File: config.mk
export PLATFORM = sky130hd
export DESIGN_NAME = coin_credit_fsm
export DESIGN_NICKNAME = d
export VERILOG_FILES = /design/src/rtl/coin_credit_fsm.sv
export SDC_FILE = /design/constraint.sdc
export NUM_CORES = 1
export LEC_CHECK = 0
export CAP_MARGIN = 15
export CORE_ASPECT_RATIO = 0.8
export CORE_UTILIZATION = 47
export CTS_CLUSTER_SIZE = 40
export DETAILED_ROUTE_END_ITERATION = 8
export GPL_TIMING_DRIVEN = 0
export PLACE_DENSITY = 0.76
export REMOVE_ABC_BUFFERS = 1
export SLEW_MARGIN = 5
export SYNTH_ARGS = -nofsm -noshare
export SYNTH_HDL_FRONTEND = slang
export SYNTH_SLANG_ARGS = --single-unit
File: constraint.sdc
create_clock -name clk -period 2.5 [get_ports clk]
set_clock_uncertainty 0.15 [all_clocks]
set_input_delay 0.25 -clock clk [delete_from_list [all_inputs] [get_ports clk]]
set_output_delay 0.25 -clock clk [all_outputs]
set_load 0.01 [all_outputs]
File: src/rtl/coin_credit_fsm.sv
// Coin-acceptance and vend-sequencing controller: accumulates credit in nickels,
// pulses dispense at the price, then returns change or refunds one nickel per cycle.
module coin_credit_fsm #(
  parameter int unsigned PRICE = 5
) (
  input  logic       clk,
  input  logic       reset,
  input  logic       coin_valid,
  input  logic [1:0] coin_type,
  input  logic       cancel,
  output logic [4:0] credit,
  output logic       dispense,
  output logic       change_pulse,
  output logic       coin_reject,
  output logic       busy
);

  typedef enum logic [2:0] {
    StIdle,
    StAccum,
    StVend,
    StChange,
    StRefund
  } state_e;

  localparam logic [5:0] PriceW = 6'(PRICE);

  state_e     state_q, state_d;
  logic [4:0] credit_q, credit_d;
  logic       reject_q, reject_d;

  logic [2:0] coin_value;
  logic [5:0] sum;

  always_comb begin
    coin_value = 3'd0;
    unique case (coin_type)
      2'b01:   coin_value = 3'd1;
      2'b10:   coin_value = 3'd2;
      2'b11:   coin_value = 3'd5;
      default: coin_value = 3'd0;
    endcase
  end

  assign sum = {1'b0, credit_q} + {3'b000, coin_value};

  always_comb begin
    state_d  = state_q;
    credit_d = credit_q;
    reject_d = 1'b0;
    unique case (state_q)
      StIdle, StAccum: begin
        if (cancel && (state_q == StAccum)) begin
          // Cancel wins over a simultaneous coin; that coin is handed back.
          state_d  = StRefund;
          reject_d = coin_valid;
        end else if (coin_valid) begin
          if (coin_type == 2'b00) begin
            reject_d = 1'b1;
          end else if (sum >= PriceW) begin
            state_d  = StVend;
            credit_d = 5'(sum - PriceW);
          end else begin
            state_d  = StAccum;
            credit_d = sum[4:0];
          end
        end
      end
      StVend: begin
        reject_d = coin_valid;
        state_d  = (credit_q != 5'd0) ? StChange : StIdle;
      end
      StChange, StRefund: begin
        reject_d = coin_valid;
        if (credit_q <= 5'd1) begin
          state_d  = StIdle;
          credit_d = 5'd0;
        end else begin
          credit_d = credit_q - 5'd1;
        end
      end
      default: begin
        state_d  = StIdle;
        credit_d = 5'd0;
      end
    endcase
  end

  always_ff @(posedge clk) begin
    if (reset) begin
      state_q  <= StIdle;
      credit_q <= 5'd0;
      reject_q <= 1'b0;
    end else begin
      state_q  <= state_d;
      credit_q <= credit_d;
      reject_q <= reject_d;
    end
  end

  assign credit       = credit_q;
  assign dispense     = (state_q == StVend);
  assign change_pulse = (state_q == StChange) || (state_q == StRefund);
  assign busy         = (state_q == StVend) || change_pulse;
  assign coin_reject  = reject_q;

endmodule

==> summary.txt, run 1 <==
Run status
  – Status: complete, but fails checks
  – Violated checks: negative setup slack

Place
  – Place WS: -0.6950 ns
  – Placed cell area: ~0.0011 mm2
  – Placed cell count: around 160
  – Final GP Congestion: 0.8563
  – Detailed Place HPWL: roughly 1800 um
  – # port buffers: 14

CTS
  – CTS sink count: 9
  – TritonCTS clock tree: built
  – Worst-path clk slew: approximately 0.060 ns
  – Root buffer cell: clkbuf_4
  – Post-cts hold buffer count: 0
  – Clock latency on the worst-skew pair: around 0.28 ns
  – Htree depth: 1
  – CTS max path bufs: 2
  – Number of buffers created by CTS: 3

Yosys
  – Yosys warning count: 0
  – Area contributors post-synth: dfxtp_1 19%, ha_1 9.3%, a21oi_1 4.2%, nand2b_1 4.0%, o21ai_0 3.7%
  – Post-synthesis xor/xnor area fraction: 0.03581
  – Ys async rst share: 0
  – Yosys top cell area share: 0.1910
  – Synth Area in Simple Gates: 0.2825
  – Post-synthesis mux area share: 0.01194
  – Post-Synth Adder-Cell Area: 0.1141
  – Cell area after synthesis: approximately 940 um2
  – Synth Area in Compound Gates: 0.2971
  – Main combinational cell family by area after synthesis: compound AO/OA/AOI/OAI gates
  – Post-synth top area cell: dfxtp_1
  – Yosys reg bits: 9
  – Post-Synthesis Cells: 123
  – Avg Inst Size Synth: ~7.7 um2
  – Count of cell types in the netlist: 49
  – Synth Flop Type: dfxtp_1
  – EDFF count, synth: 0
  – Sequential cell area fraction in the yosys report: 0.1910

Worst setup path
  – Critical Path RT: approximately 2.5 ns
  – Setup crit end kind: flip-flop
  – Cell chain of the critical path: ha_4 > inv_2 > fa_2 > ha_2 > nand2b_1 > a211o_1 > a21oi_4 > nand2_1 > o21ai_0 > o221ai_1
  – CP startpoint kind: flip-flop
  – CP arrival: around 2.5 ns
  – Crit-path max cell delay: 0.47 ns
  – CP max FO: 6
  – Critical path class: reg2reg
  – Crit-path slowest cell: fa_2

Finish
  – Nets: around 160
  – Finished Layout Cells: roughly 160
  – Ant. Diodes: 0
  – Area Growth Syn to Fin: 27.72%
  – Area occupied by multi-input gates: about 760 um2
  – Commonest non-fill, non-tap cell in the layout: clkdlybuf4s50_1
  – Fill count: 170
  – Most frequent cells in the layout: 12 x clkdlybuf4s50_1, 9 x nor2_1, 8 x inv_1, 8 x nand2_1, 8 x a21oi_1
  – Reg area: between 150 and 200 um2
  – Fin area: approximately 0.0012 mm2
  – Final Core Density: 0.6369
  – Share of post-route cells with drive strength above 1: 0.2071

Die
  – DIE HEIGHT: 42.07 um
  – Cell Rows: 14
  – # IOs: 15
  – Initial core utilization: 0.4987
  – Die footprint: between 0.002 and 0.0025 mm2
  – Core ar.: roughly 0.0019 mm2
  – Die Wd: roughly 52 um

Drt
  – Post-DR wirelength/cell: 15.27 um
  – DRC errors left: 0
  – DR top layer: met4
  – Drt initial violations: 38
  – Metal-1 WL: approximately 1200 um
  – DR WL met2: around 1100 um
  – Post-Route WL: about 2500 um
  – Vias per inst: 6.128
  – Final antenna-violating net count: 0
  – DR pass1 iterations: 4
  – WL met3: around 160 um
  – Vias: ~1,000

Job
  – Max Cap Viol: 0

Power and ir drop
  – Standby leakage power: roughly 0.49 nW
  – VDD IR-drop max: 0.0007436 V
  – Post-route total power: ~0.0015 W
  – Pwr per Cell Area: between 1000 and 1500 mW/mm2

Hold path
  – Worst hold path class: reg2reg

Global routing
  – Total GRT Usage: 0.2644
  – First-pass GRT wire length: between 4000 and 5000 um
  – Antenna violations before repair: 0
  – Largest net degree at the start of global routing: 14
  – Vias in the first global route: approximately 920
  – Global route overflow: 0

STA
  – RSZ-0062 raised after global routing: yes
  – Tcrit/Tclk final: 1.005
  – Final Hold Viols: 0
  – Final setup viols: 3
  – Pins Over Slew Limit: 0
  – Final worst path period need: around 2.5 ns
  – Slew @ Worst Pin: roughly 0.44 ns
  – FMAX: ~0.40 GHz
  – Final worst slack: -0.01346 ns
  – Worst rel slew slack: 0.7063
[worst paths after layout]
kind,slack [ns],startpoint,to,cells past startpoint
setup / recovery,-0.01,credit[0]$_SDFFE_PP0P_,credit[1]$_SDFFE_PP0P_,10
hold / removal,0.38,credit[1]$_SDFFE_PP0P_,credit[1]$_SDFFE_PP0P_,2
setup reg to reg,-0.01,credit[0]$_SDFFE_PP0P_,credit[1]$_SDFFE_PP0P_,10
hold reg to reg,0.38,credit[1]$_SDFFE_PP0P_,credit[1]$_SDFFE_PP0P_,2
[power breakdown]
group | leakage [nW] | internal, W | switching [W] | total [W]
registers | 0.0754 | 0.000205 | 0.0000985 | 0.000304
clock network | 0.0150 | 0.0000620 | 0.0000609 | 0.000123
logic | 0.400 | 0.000522 | 0.000564 | 0.00109
[sequential cells by signal, indices dropped and copies added (netlist names)]
name / flops
credit: 5
state_q: 3
coin_reject: 1
[per-layer routing]
metal	vias to the layer above	global-route usage
met2	40	0.3974
met4	0	0.08108
met5	-	0
met3	7	0.1014
met1	469	0.3451
li1	489	-
[Yosys cell counts (3+ instances only)]
master / count
buf_2: 3
nor3_1: 6
nand2b_1: 6
a21oi_1: 8
o21ai_1: 4
nor2_1: 9
inv_1: 9
o21ai_0: 7
ha_1: 7
nand3_1: 4
nand2_1: 8
dfxtp_1: 9
[kinds of logic after synthesis]
logic type,after synthesis
muxes,1
DFF,9
xor gates and xnor gates,3
buffers and inverters,15
adders and majority gates,8
AOI/OAI and AO/OA,41
and+or+nand+nor,46
[final cells by class]
cell class | instances | share of cell area
clock buffers | 4 | 0.02181
inverters | 10 | 0.03115
multi-input cells | 99 | 0.6272
flip-flops and latches | 9 | 0.1558
well taps | 24 | 0.02492
repair buffers | 18 | 0.1391
[critical path, delay by kind of cell, from the launching register on]
| kind | cells | cell delay [ns] |
|---|---|---|
| adder cells (fa/ha/maj) | 3 | 0.85 |
| buffers and inverters | 1 | 0.05 |
| flip-flops | 1 | 0.35 |
| AO/OA/AOI/OAI | 4 | 0.75 |
| AND/OR/NAND/NOR | 2 | 0.23 |
[per-stage QoR]
stage	setup TNS (ns)	hold slack (ns)
after floorplan	-0.4629	0.1728
after global placement	-3.722	0.4427
after detailed placement	-3.975	0.4385
after CTS	-0.007421	0.3959
after global routing	-0.3506	0.3983
final	-0.03458	0.3785
[repair_timing]
item | in CTS | in global routing
gates cloned | 0 | 0
setup buffers | 3 | 1
pin swaps | 4 | 1
gates resized for setup | 13 | 4
setup endpoints to repair | 6 | 6
(Power assumes the default switching activity.)
==> inputs of run 2 (changes only) <==
--- a/config.mk
+++ b/config.mk
@@ -7,6 +7,7 @@
 export LEC_CHECK = 0
 export CAP_MARGIN = 15
 export CORE_ASPECT_RATIO = 0.8
+export CORE_MARGIN = 3
 export CORE_UTILIZATION = 47
 export CTS_CLUSTER_SIZE = 40
 export DETAILED_ROUTE_END_ITERATION = 8
==> run 2 against run 1 <==
Compared with the run above:
- the flow still finishes with violations (negative setup slack)
- sequential power barely moved
- final cell count down 0.61%
- critical path type unchanged
- sequential cell count did not move
- worst setup slack lost 0.074 ns
- clock power about the same
==> summary.txt, run 2 (same netlist as run 1, synthesis figures left out) <==
Run status
  – Status: complete, but fails checks
  – Violated checks: negative setup slack

Global routing
  – Vias in the first global route: 889 (-3.7%)
  – First-pass GRT wire length: 4188 um (-1.3%)
  – Largest net degree at the start of global routing: 14 (unchanged)
  – Global route overflow: 0 (unchanged)
  – Total GRT Usage: 0.2099 (-0.05449)
  – Antenna violations before repair: 0 (unchanged)

Drt
  – Drt initial violations: 50 (+32%)
  – Vias per inst: 6.350 (+3.6%)
  – Post-Route WL: 2704 um (+7.9%)
  – DR pass1 iterations: 4 (unchanged)
  – DRC errors left: 0 (unchanged)
  – Post-DR wirelength/cell: 16.59 um (+8.6%)
  – Vias: 1,035 (+3.0%)
  – Final antenna-violating net count: 0 (unchanged)

Worst setup path
  – Crit-path max cell delay: 0.47 ns (about the same)
  – Critical path class: reg2reg
  – Setup crit end kind: flip-flop
  – Cell chain of the critical path: ha_4 > inv_2 > fa_2 > ha_2 > nand2b_1 > a211o_1 > a21oi_4 > nand3_2 > a221oi_2
  – CP startpoint kind: flip-flop
  – CP max FO: 6 (unchanged)
  – Crit-path slowest cell: fa_2
  – Critical Path RT: 2.54 ns (+0.05 ns)
  – CP arrival: 2.63 ns (+0.13 ns)

Die
  – Core ar.: 0.001757 mm2 (-7.1%)
  – # IOs: 15 (unchanged)
  – Die footprint: 0.002584 mm2 (+18%)
  – DIE HEIGHT: 46.07 um (+9.5%)
  – Cell Rows: 13 (-1)
  – Initial core utilization: 0.5370 (+0.03836)
  – Die Wd: 56.09 um (+7.7%)

Place
  – Final GP Congestion: 0.9097 (+6.2%)
  – Placed cell area: 0.001085 mm2 (-0.23%)
  – Detailed Place HPWL: 1820 um (-0.26%)
  – Place WS: -0.7340 ns (-0.03905 ns)
  – # port buffers: 14 (unchanged)

CTS
  – Clock latency on the worst-skew pair: 0.27 ns (about the same)
  – Number of buffers created by CTS: 3 (unchanged)
  – Worst-path clk slew: 0.07 ns (about the same)
  – TritonCTS clock tree: built
  – CTS sink count: 9 (unchanged)
  – CTS max path bufs: 2 (unchanged)
  – Htree depth: 1 (unchanged)
  – Root buffer cell: clkbuf_4
  – Post-cts hold buffer count: 0 (unchanged)

Job
  – Max Cap Viol: 0 (unchanged)

STA
  – Worst rel slew slack: 0.6902 (-0.01611)
  – RSZ-0062 raised after global routing: yes
  – Final setup viols: 6 (+3)
  – FMAX: 0.3865 GHz (-2.9%)
  – Final worst path period need: 2.587 ns (+0.07377 ns)
  – Slew @ Worst Pin: 0.4641 ns (+0.02414 ns)
  – Tcrit/Tclk final: 1.035 (+0.02951)
  – Final worst slack: -0.08723 ns (-0.07377 ns)
  – Pins Over Slew Limit: 0 (unchanged)
  – Final Hold Viols: 0 (unchanged)

Finish
  – Share of post-route cells with drive strength above 1: 0.2199 (+0.01272)
  – Commonest non-fill, non-tap cell in the layout: clkdlybuf4s50_1
  – Fill count: 141 (-17%)
  – Ant. Diodes: 0 (unchanged)
  – Most frequent cells in the layout: 12 x clkdlybuf4s50_1, 9 x nor2_1, 8 x inv_1, 8 x nand2_1, 8 x a21oi_1
  – Number of flip-flops in the largest register: 5 (unchanged)
  – Fin area: 0.001221 mm2 (+1.3%)
  – Area Growth Syn to Fin: 29.44%
  – Nets: 156 (+0.65%)
  – Reg area: 187.7 um2 (unchanged)
  – Area occupied by multi-input gates: 763.2 um2 (+0.99%)

Power and ir drop
  – Standby leakage power: 0.5034 nW (+2.7%)
  – Pwr per Cell Area: 1290 mW/mm2 (+2.8%)
  – VDD IR-drop max: 0.0008712 V (+17%)

Hold path
  – Worst hold path class: reg2reg
## run 2: per-layer routing
metal | share of wire | global-route usage | routed length (um) | vias up
met3 | 0.092 | 0.06443 | 248 | 6
met2 | 0.45 | 0.3380 | 1224 | 53
met4 | 0.019 | 0.05687 | 52 | 0
met1 | 0.44 | 0.2766 | 1178 | 480
met5 | 0 | 0 | 0 | -
li1 | - | - | - | 496
## run 2: area by class of cell
type	instances	area share
clock buffers	4	0.02152
inverters	10	0.03074
well taps	22	0.02254
repair buffers	19	0.1465
multi-input cells	99	0.6250
flip-flops and latches	9	0.1537
## run 2: final timing paths
| kind | start | end | slack (ns) | depth (start not counted) |
|---|---|---|---|---|
| hold reg to reg | credit[1]$_SDFFE_PP0P_ | credit[1]$_SDFFE_PP0P_ | 0.38 | 2 |
| setup reg to reg | credit[0]$_SDFFE_PP0P_ | state_q[0]$_SDFFE_PP0P_ | -0.09 | 9 |
| setup / recovery | credit[0]$_SDFFE_PP0P_ | state_q[0]$_SDFFE_PP0P_ | -0.09 | 9 |
| hold / removal | credit[1]$_SDFFE_PP0P_ | credit[1]$_SDFFE_PP0P_ | 0.38 | 2 |
## run 2: per-stage QoR
step | cells | power (W) | hold WS (ns) | utilization | TNS (ns)
after floorplan | 118 | 0.0009363 | 0.1728 | - | -0.4629
after global placement | 154 | 0.001176 | 0.4372 | 0.6175 | -3.605
after detailed placement | 154 | 0.001198 | 0.4332 | 0.6175 | -4.004
after CTS | 161 | 0.001470 | 0.4039 | 0.6795 | -0.04173
after global routing | 163 | 0.001680 | 0.4040 | 0.6952 | -0.7816
final | 163 | 0.001575 | 0.3797 | 0.6952 | -0.3182
## run 2: power by group
group	internal, W	switching (W)	leakage [nW]
logic	0.000557	0.000592	0.413
clock network	0.0000618	0.0000595	0.0150
registers	0.000205	0.000100	0.0754
## run 2: repair_timing
item | CTS | global route
buffers inserted | 3 | 2
cloned | 0 | 0
pin swaps | 7 | 8
endpoints found under the setup margin | 6 | 6
gates resized for setup | 16 | 4
## run 2: worst max-delay path: cells and delay by family (launching register included)
kind                     cells  cell delay, ns
AO/OA/AOI/OAI                3            0.84
adder cells (fa/ha/maj)      3            0.82
flip-flops                   1            0.36
AND/OR/NAND/NOR              2            0.28
buffers and inverters        1            0.05
==> inputs of run 3 (changes only) <==
--- a/config.mk
+++ b/config.mk
@@ -8,11 +8,11 @@
 export CAP_MARGIN = 15
 export CORE_ASPECT_RATIO = 0.8
 export CORE_MARGIN = 3
-export CORE_UTILIZATION = 47
+export CORE_UTILIZATION = 52
 export CTS_CLUSTER_SIZE = 40
 export DETAILED_ROUTE_END_ITERATION = 8
 export GPL_TIMING_DRIVEN = 0
-export PLACE_DENSITY = 0.76
+export PLACE_DENSITY = 0.8
 export REMOVE_ABC_BUFFERS = 1
 export SLEW_MARGIN = 5
 export SYNTH_ARGS = -nofsm -noshare
==> constraint.sdc (replaced) <==
create_clock -name clk -period 2.69 [get_ports clk]
set_clock_uncertainty 0.15 [all_clocks]
set_input_delay 0.269 -clock clk [delete_from_list [all_inputs] [get_ports clk]]
set_output_delay 0.269 -clock clk [all_outputs]
set_load 0.01 [all_outputs]
==> run 3 against run 2 <==
Compared with the run above:
- the flow now finishes without violations
- first-iteration DRC count shrank 16%
- combinational power shrank 13%
- non-clock buffer count shrank 1
- die area shrank 8.5%
- worst setup slack gained 0.17 ns
- wire length shrank 5.9%
- register-to-register slack gained 0.17 ns
- cell area shrank 2.0%
- sequential cell count is the same
- largest cell class unchanged
- highest routed layer unchanged
==> summary.txt, run 3 (same netlist as run 1, synthesis figures left out) <==
Drt
  – Drt initial violations: 42 (-16%)
  – Metal-1 WL: 1201 um (+2.0%)
  – Post-Route WL: 2544 um (-5.9%)
  – WL met3: 186 um (-25%)
  – Vias: 1,027 (-0.77%)
  – DR pass1 iterations: 4 (unchanged)
  – DR WL met2: 1143 um (-6.6%)
  – Post-DR wirelength/cell: 15.70 um (-5.3%)
  – DR top layer: met4
  – Vias per inst: 6.340 (-0.16%)
  – Final antenna-violating net count: 0 (unchanged)
  – DRC errors left: 0 (unchanged)

CTS
  – Number of buffers created by CTS: 3 (unchanged)
  – Root buffer cell: clkbuf_4
  – Post-cts hold buffer count: 0 (unchanged)
  – Htree depth: 1 (unchanged)
  – Clock latency on the worst-skew pair: 0.27 ns (about the same)
  – CTS sink count: 9 (unchanged)
  – Worst-path clk slew: 0.06 ns (about the same)
  – TritonCTS clock tree: built
  – CTS max path bufs: 2 (unchanged)

Place
  – # port buffers: 14 (unchanged)
  – Final GP Congestion: 0.9541 (+4.9%)
  – Detailed Place HPWL: 1756 um (-3.5%)
  – Placed cell count: 154 (unchanged)

Die
  – Initial core utilization: 0.5631 (+0.02607)
  – Core ar.: 0.001675 mm2 (-4.6%)
  – Die footprint: 0.002364 mm2 (-8.5%)
  – # IOs: 15 (unchanged)
  – DIE HEIGHT: 44.10 um (-4.3%)
  – Die Wd: 53.62 um (-4.4%)
  – Cell Rows: 13 (unchanged)

Worst setup path
  – Setup crit end kind: flip-flop
  – Critical path class: reg2reg
  – Cell chain of the critical path: ha_4 > inv_1 > fa_2 > ha_1 > nand2b_1 > a211o_1 > a21oi_4 > nand2_1 > o21ai_0 > o221ai_1
  – CP arrival: 2.60 ns (-0.03 ns)
  – Crit-path max cell delay: 0.49 ns (+0.02 ns)
  – CP startpoint kind: flip-flop
  – Crit-path slowest cell: fa_2
  – Worst R2R Setup Slack: 0.08 ns (+0.17 ns)
  – CP max FO: 6 (unchanged)
  – Critical Path RT: 2.68 ns (+0.14 ns)

STA
  – Final Hold Viols: 0 (unchanged)
  – FMAX: 0.3836 GHz (-0.75%)
  – Setup TNS: 0 ns (+0.3182 ns)
  – Final worst path period need: 2.607 ns (+0.01964 ns)
  – Final setup viols: 0 (-6)
  – Slew @ Worst Pin: 0.4517 ns (-0.01242 ns)
  – Worst rel slew slack: 0.6957 (+0.005522)
  – Pins Over Slew Limit: 0 (unchanged)
  – Tcrit/Tclk final: 0.9691 (-0.06579)

Power and ir drop
  – Post-route total power: 0.001397 W (-11%)
  – VDD IR-drop max: 0.0007260 V (-17%)
  – Standby leakage power: 0.4966 nW (-1.4%)
  – Pwr per Cell Area: 1168 mW/mm2 (-9.4%)

Job
  – Max Cap Viol: 0 (unchanged)

Hold path
  – Worst hold path class: in2reg

Finish
  – Ant. Diodes: 0 (unchanged)
  – Area occupied by multi-input gates: 748.2 um2 (-2.0%)
  – Reg area: 185.2 um2 (-1.3%)
  – Commonest non-fill, non-tap cell in the layout: clkdlybuf4s50_1
  – Number of flip-flops in the largest register: 5 (unchanged)
  – Finished Layout Cells: 162 (-0.61%)
  – Area Growth Syn to Fin: 26.79%
  – Share of post-route cells with drive strength above 1: 0.1857 (-0.03414)
  – Most frequent cells in the layout: 12 x clkdlybuf4s50_1, 9 x inv_1, 9 x nor2_1, 8 x nand2_1, 8 x a21oi_1
  – Fill count: 131 (-7.1%)
  – Nets: 155 (-0.64%)

Global routing
  – First-pass GRT wire length: 4036 um (-3.6%)
  – Vias in the first global route: 865 (-2.7%)
  – Total GRT Usage: 0.2340 (+0.02413)
  – Largest net degree at the start of global routing: 14 (unchanged)
  – Global route overflow: 0 (unchanged)
  – Antenna violations before repair: 0 (unchanged)

Run status
  – Status: finished clean
==> run 3: changes by cell type in the layout (fill, tap and decap cells not counted), sizes merged <==
cell	change
buf	-1
dlygate4sd2	-1
dlymetal6s2s	+1
==> run 3: routing by layer <==
metal  vias to the layer above  GRT usage
met5                         -          0
met2                        40     0.3594
li1                        491          -
met1                       492     0.3319
met3                         4    0.07071
met4                         0    0.03061
==> run 3: path summary, 6_finish.rpt <==
check / startpoint / endpoint / cells past startpoint
max: credit[0]$_SDFFE_PP0P_ / credit[1]$_SDFFE_PP0P_ / 10
min: coin_type[1] / coin_reject$_SDFF_PP0_ / 4
max reg2reg: credit[0]$_SDFFE_PP0P_ / credit[1]$_SDFFE_PP0P_ / 10
min reg2reg: credit[1]$_SDFFE_PP0P_ / credit[1]$_SDFFE_PP0P_ / 2
==> run 3: layout make-up <==
| cell class | count | share of cell area |
|---|---|---|
| clock buffer | 4 | 0.02197 |
| inverter | 10 | 0.03138 |
| multi-input combinational | 99 | 0.6255 |
| sequential | 9 | 0.1548 |
| tap | 22 | 0.02301 |
| timing repair buffer | 18 | 0.1433 |
==> run 3: worst max-delay path: cells and delay by family, from the launching register on <==
kind,cells,cell delay [ns]
adders and majority gates,3,0.86
AOI/OAI and AO/OA,4,0.79
DFF,1,0.36
and+or+nand+nor,2,0.23
buffers and inverters,1,0.08
==> run 3: stage by stage <==
step	cell area, um2	util	setup slack, ns	hold slack (ns)
2_1_floorplan	917.1	-	0.03551	0.1918
3_3_place_gp	1085	0.6475	-0.4606	0.4343
3_5_place_dp	1085	0.6475	-0.5469	0.4436
4_1_cts	1136	0.6781	0.04789	0.4356
5_1_grt	1196	0.7140	-0.003897	0.3653
6_report	1196	0.7140	0.08312	0.3289
==> run 3: where the power goes <==
group | switching (W) | internal [W] | total, W
sequential | 0.0000965 | 0.000188 | 0.000285
combinational | 0.000517 | 0.000484 | 0.00100
clock | 0.0000533 | 0.0000576 | 0.000111
==> run 3: timing repair <==
item,4_1_cts,5_1_grt
resized for setup,7,6
pin swaps,1,3
setup buffers,0,4
gates cloned,0,0
endpoints found under the setup margin,6,5
==> edit (settings of run 1) <==
Re-encode `state_e` (5 states) as Gray code, 3 bits wide.
--- a/src/rtl/coin_credit_fsm.sv
+++ b/src/rtl/coin_credit_fsm.sv
@@ -17,9 +17,9 @@
 
   typedef enum logic [2:0] {
-    StIdle,
-    StAccum,
-    StVend,
-    StChange,
-    StRefund
+    StIdle   = 3'b000,
+    StAccum  = 3'b001,
+    StVend   = 3'b011,
+    StChange = 3'b010,
+    StRefund = 3'b110
   } state_e;
 
Formal check against the unedited RTL: no difference found for any inputs over 10 cycles, from zero or initial values and one cycle with reset high; not proved beyond that.
==> edit against run 1 <==
The run still ends with negative setup slack left; hold slack improved by 0.037 ns; setup slack got worse by 0.052 ns; non-clock buffer count increased by 6; routed wire length increased by 8.9%; synthesized cell count increased by 4.9%; design area increased by 4.6%; first-iteration DRC count increased by 11%; area after synthesis increased by 2.4%; global-route usage decreased by 1.2 points; maximum frequency decreased by 2.0%; sequential cell count unchanged; power decreased by 1.9%; critical path type unchanged; critical endpoint is now credit[4]; highest routed layer unchanged.
==> edit: results (changes against run 1) <==
[outcome]
outcome=complete, but fails checks
violations=negative setup slack

[clocking]
h-tree-depth=1  ; unchanged

[final_layout]
drive_gt1_share_pct=17.88  ; -2.8 points
n_fill_cell=177  ; +4.1%
fin_nets=166  ; +7.1%

[route]
wl_met3_um=194  ; +20%
met1Wirelength_um=1324  ; +12%
drt-initial-drc-count=42  ; +11%
wl_met2_um=1193  ; +7.5%
drt_wl_total_um=2728  ; +8.9%
num_vias=1086  ; +8.1%
post_drt_wl_per_cell_um=15.59  ; +2.1%

[place]
dp.cells=161  ; +3.2%
port_buffers=14  ; unchanged
dpl.hpwl_um=1926  ; +5.6%
globalplace.congestion=0.9025  ; +5.4%
placed_cell_area_um2=1112  ; +2.3%

[timing]
setup_tns_ns=-0.07764  ; -0.04306 ns
tightest_slew_ns=0.6083  ; +0.1683 ns
worst_slack_ns=-0.06575  ; -0.05229 ns
setup_viol=2  ; -1

[logic_synthesis]
synth_common_cells=12 x inv_1, 11 x a21oi_1, 9 x dfxtp_1, 8 x nor2_1
yosys-top-cells-area=dfxtp_1 19%, ha_1 9.1%, a21oi_1 5.7%
ys_types=43  ; -12%
yosysSeqAreaShare_pct=18.65  ; -0.45 points
synth_cells=129  ; +4.9%

[min_path]
hold_path_class=in2reg

[critical_path]
cp.arrival_ns=2.61  ; +0.11 ns
crit_family=adder cells
slowest_delay_ns=0.57  ; +0.10 ns

[global_routing]
grt_use_total_pct=25.24  ; -1.2 points
grt_pass1_wl_um=4153  ; -2.1%
grt_pass1_vias=846  ; -8.3%

[power]
peakVddDrop_mv=0.6444  ; -13%

edit: logic make-up after synthesis:
| family | count (synthesis) | share of synthesized area, % |
|---|---|---|
| AOI/OAI and AO/OA | 43 | 31.35 |
| and+or+nand+nor | 41 | 22.02 |
| buffers and inverters | 18 | 7.124 |
| DFF | 9 | 18.65 |
| adders and majority gates | 8 | 11.14 |
| xor gates and xnor gates | 6 | 5.440 |
| muxes | 4 | 4.275 |
edit: final cells by class:
cell class | count | area share [%]
multi-input combinational | 102 | 59.98
timing repair buffer | 24 | 16.88
sequential | 9 | 14.90
inverter | 12 | 3.774
tap | 24 | 2.383
clock buffer | 4 | 2.085
edit: routing by layer:
layer / track usage (%) / vias to the layer above
met3: 5.797 / 2
li1: - / 521
met2: 34.18 / 50
met4: 5.263 / 0
met5: 0 / -
met1: 39.39 / 513
edit: worst paths after layout:
path | startpoint | endpoint | slack [ns] | cells past startpoint
setup / recovery | credit[0] | credit[4] | -0.07 | 9
hold / removal | coin_valid | coin_reject | 0.42 | 2
setup reg to reg | credit[0] | credit[4] | -0.07 | 9
hold reg to reg | credit[2] | credit[2] | 0.48 | 2
edit: worst reg2reg max path, cell delays in order (launching register included):
cell and delay, ns:
dfxtp_4 0.37, ha_4 0.14, inv_2 0.03, fa_2 0.57, ha_4 0.16, inv_4 0.04
a32o_2 0.23, o21ai_1 0.11, or4b_4 0.47, a311oi_2 0.22
edit: what timing repair did:
item,CTS,global route
hold buffers,0,0
pin swaps,5,1
endpoints found under the setup margin,5,3
setup buffers,5,5
resized for setup,15,4
edit: metrics by stage:
stage	power, mW	setup WS, ns
2_1_floorplan	0.9106	-0.2155
3_3_place_gp	1.158	-0.6648
6_report	1.482	-0.06575
5_1_grt	1.606	-0.1362
4_1_cts	1.402	-0.06494
3_5_place_dp	1.173	-0.7251
edit: power breakdown:
part | switching (mW) | total (mW) | internal, mW
Combinational | 0.564 | 1.07 | 0.510
Sequential | 0.0914 | 0.287 | 0.196
Clock | 0.0599 | 0.122 | 0.0619
Total | 0.715 | 1.48 | 0.767
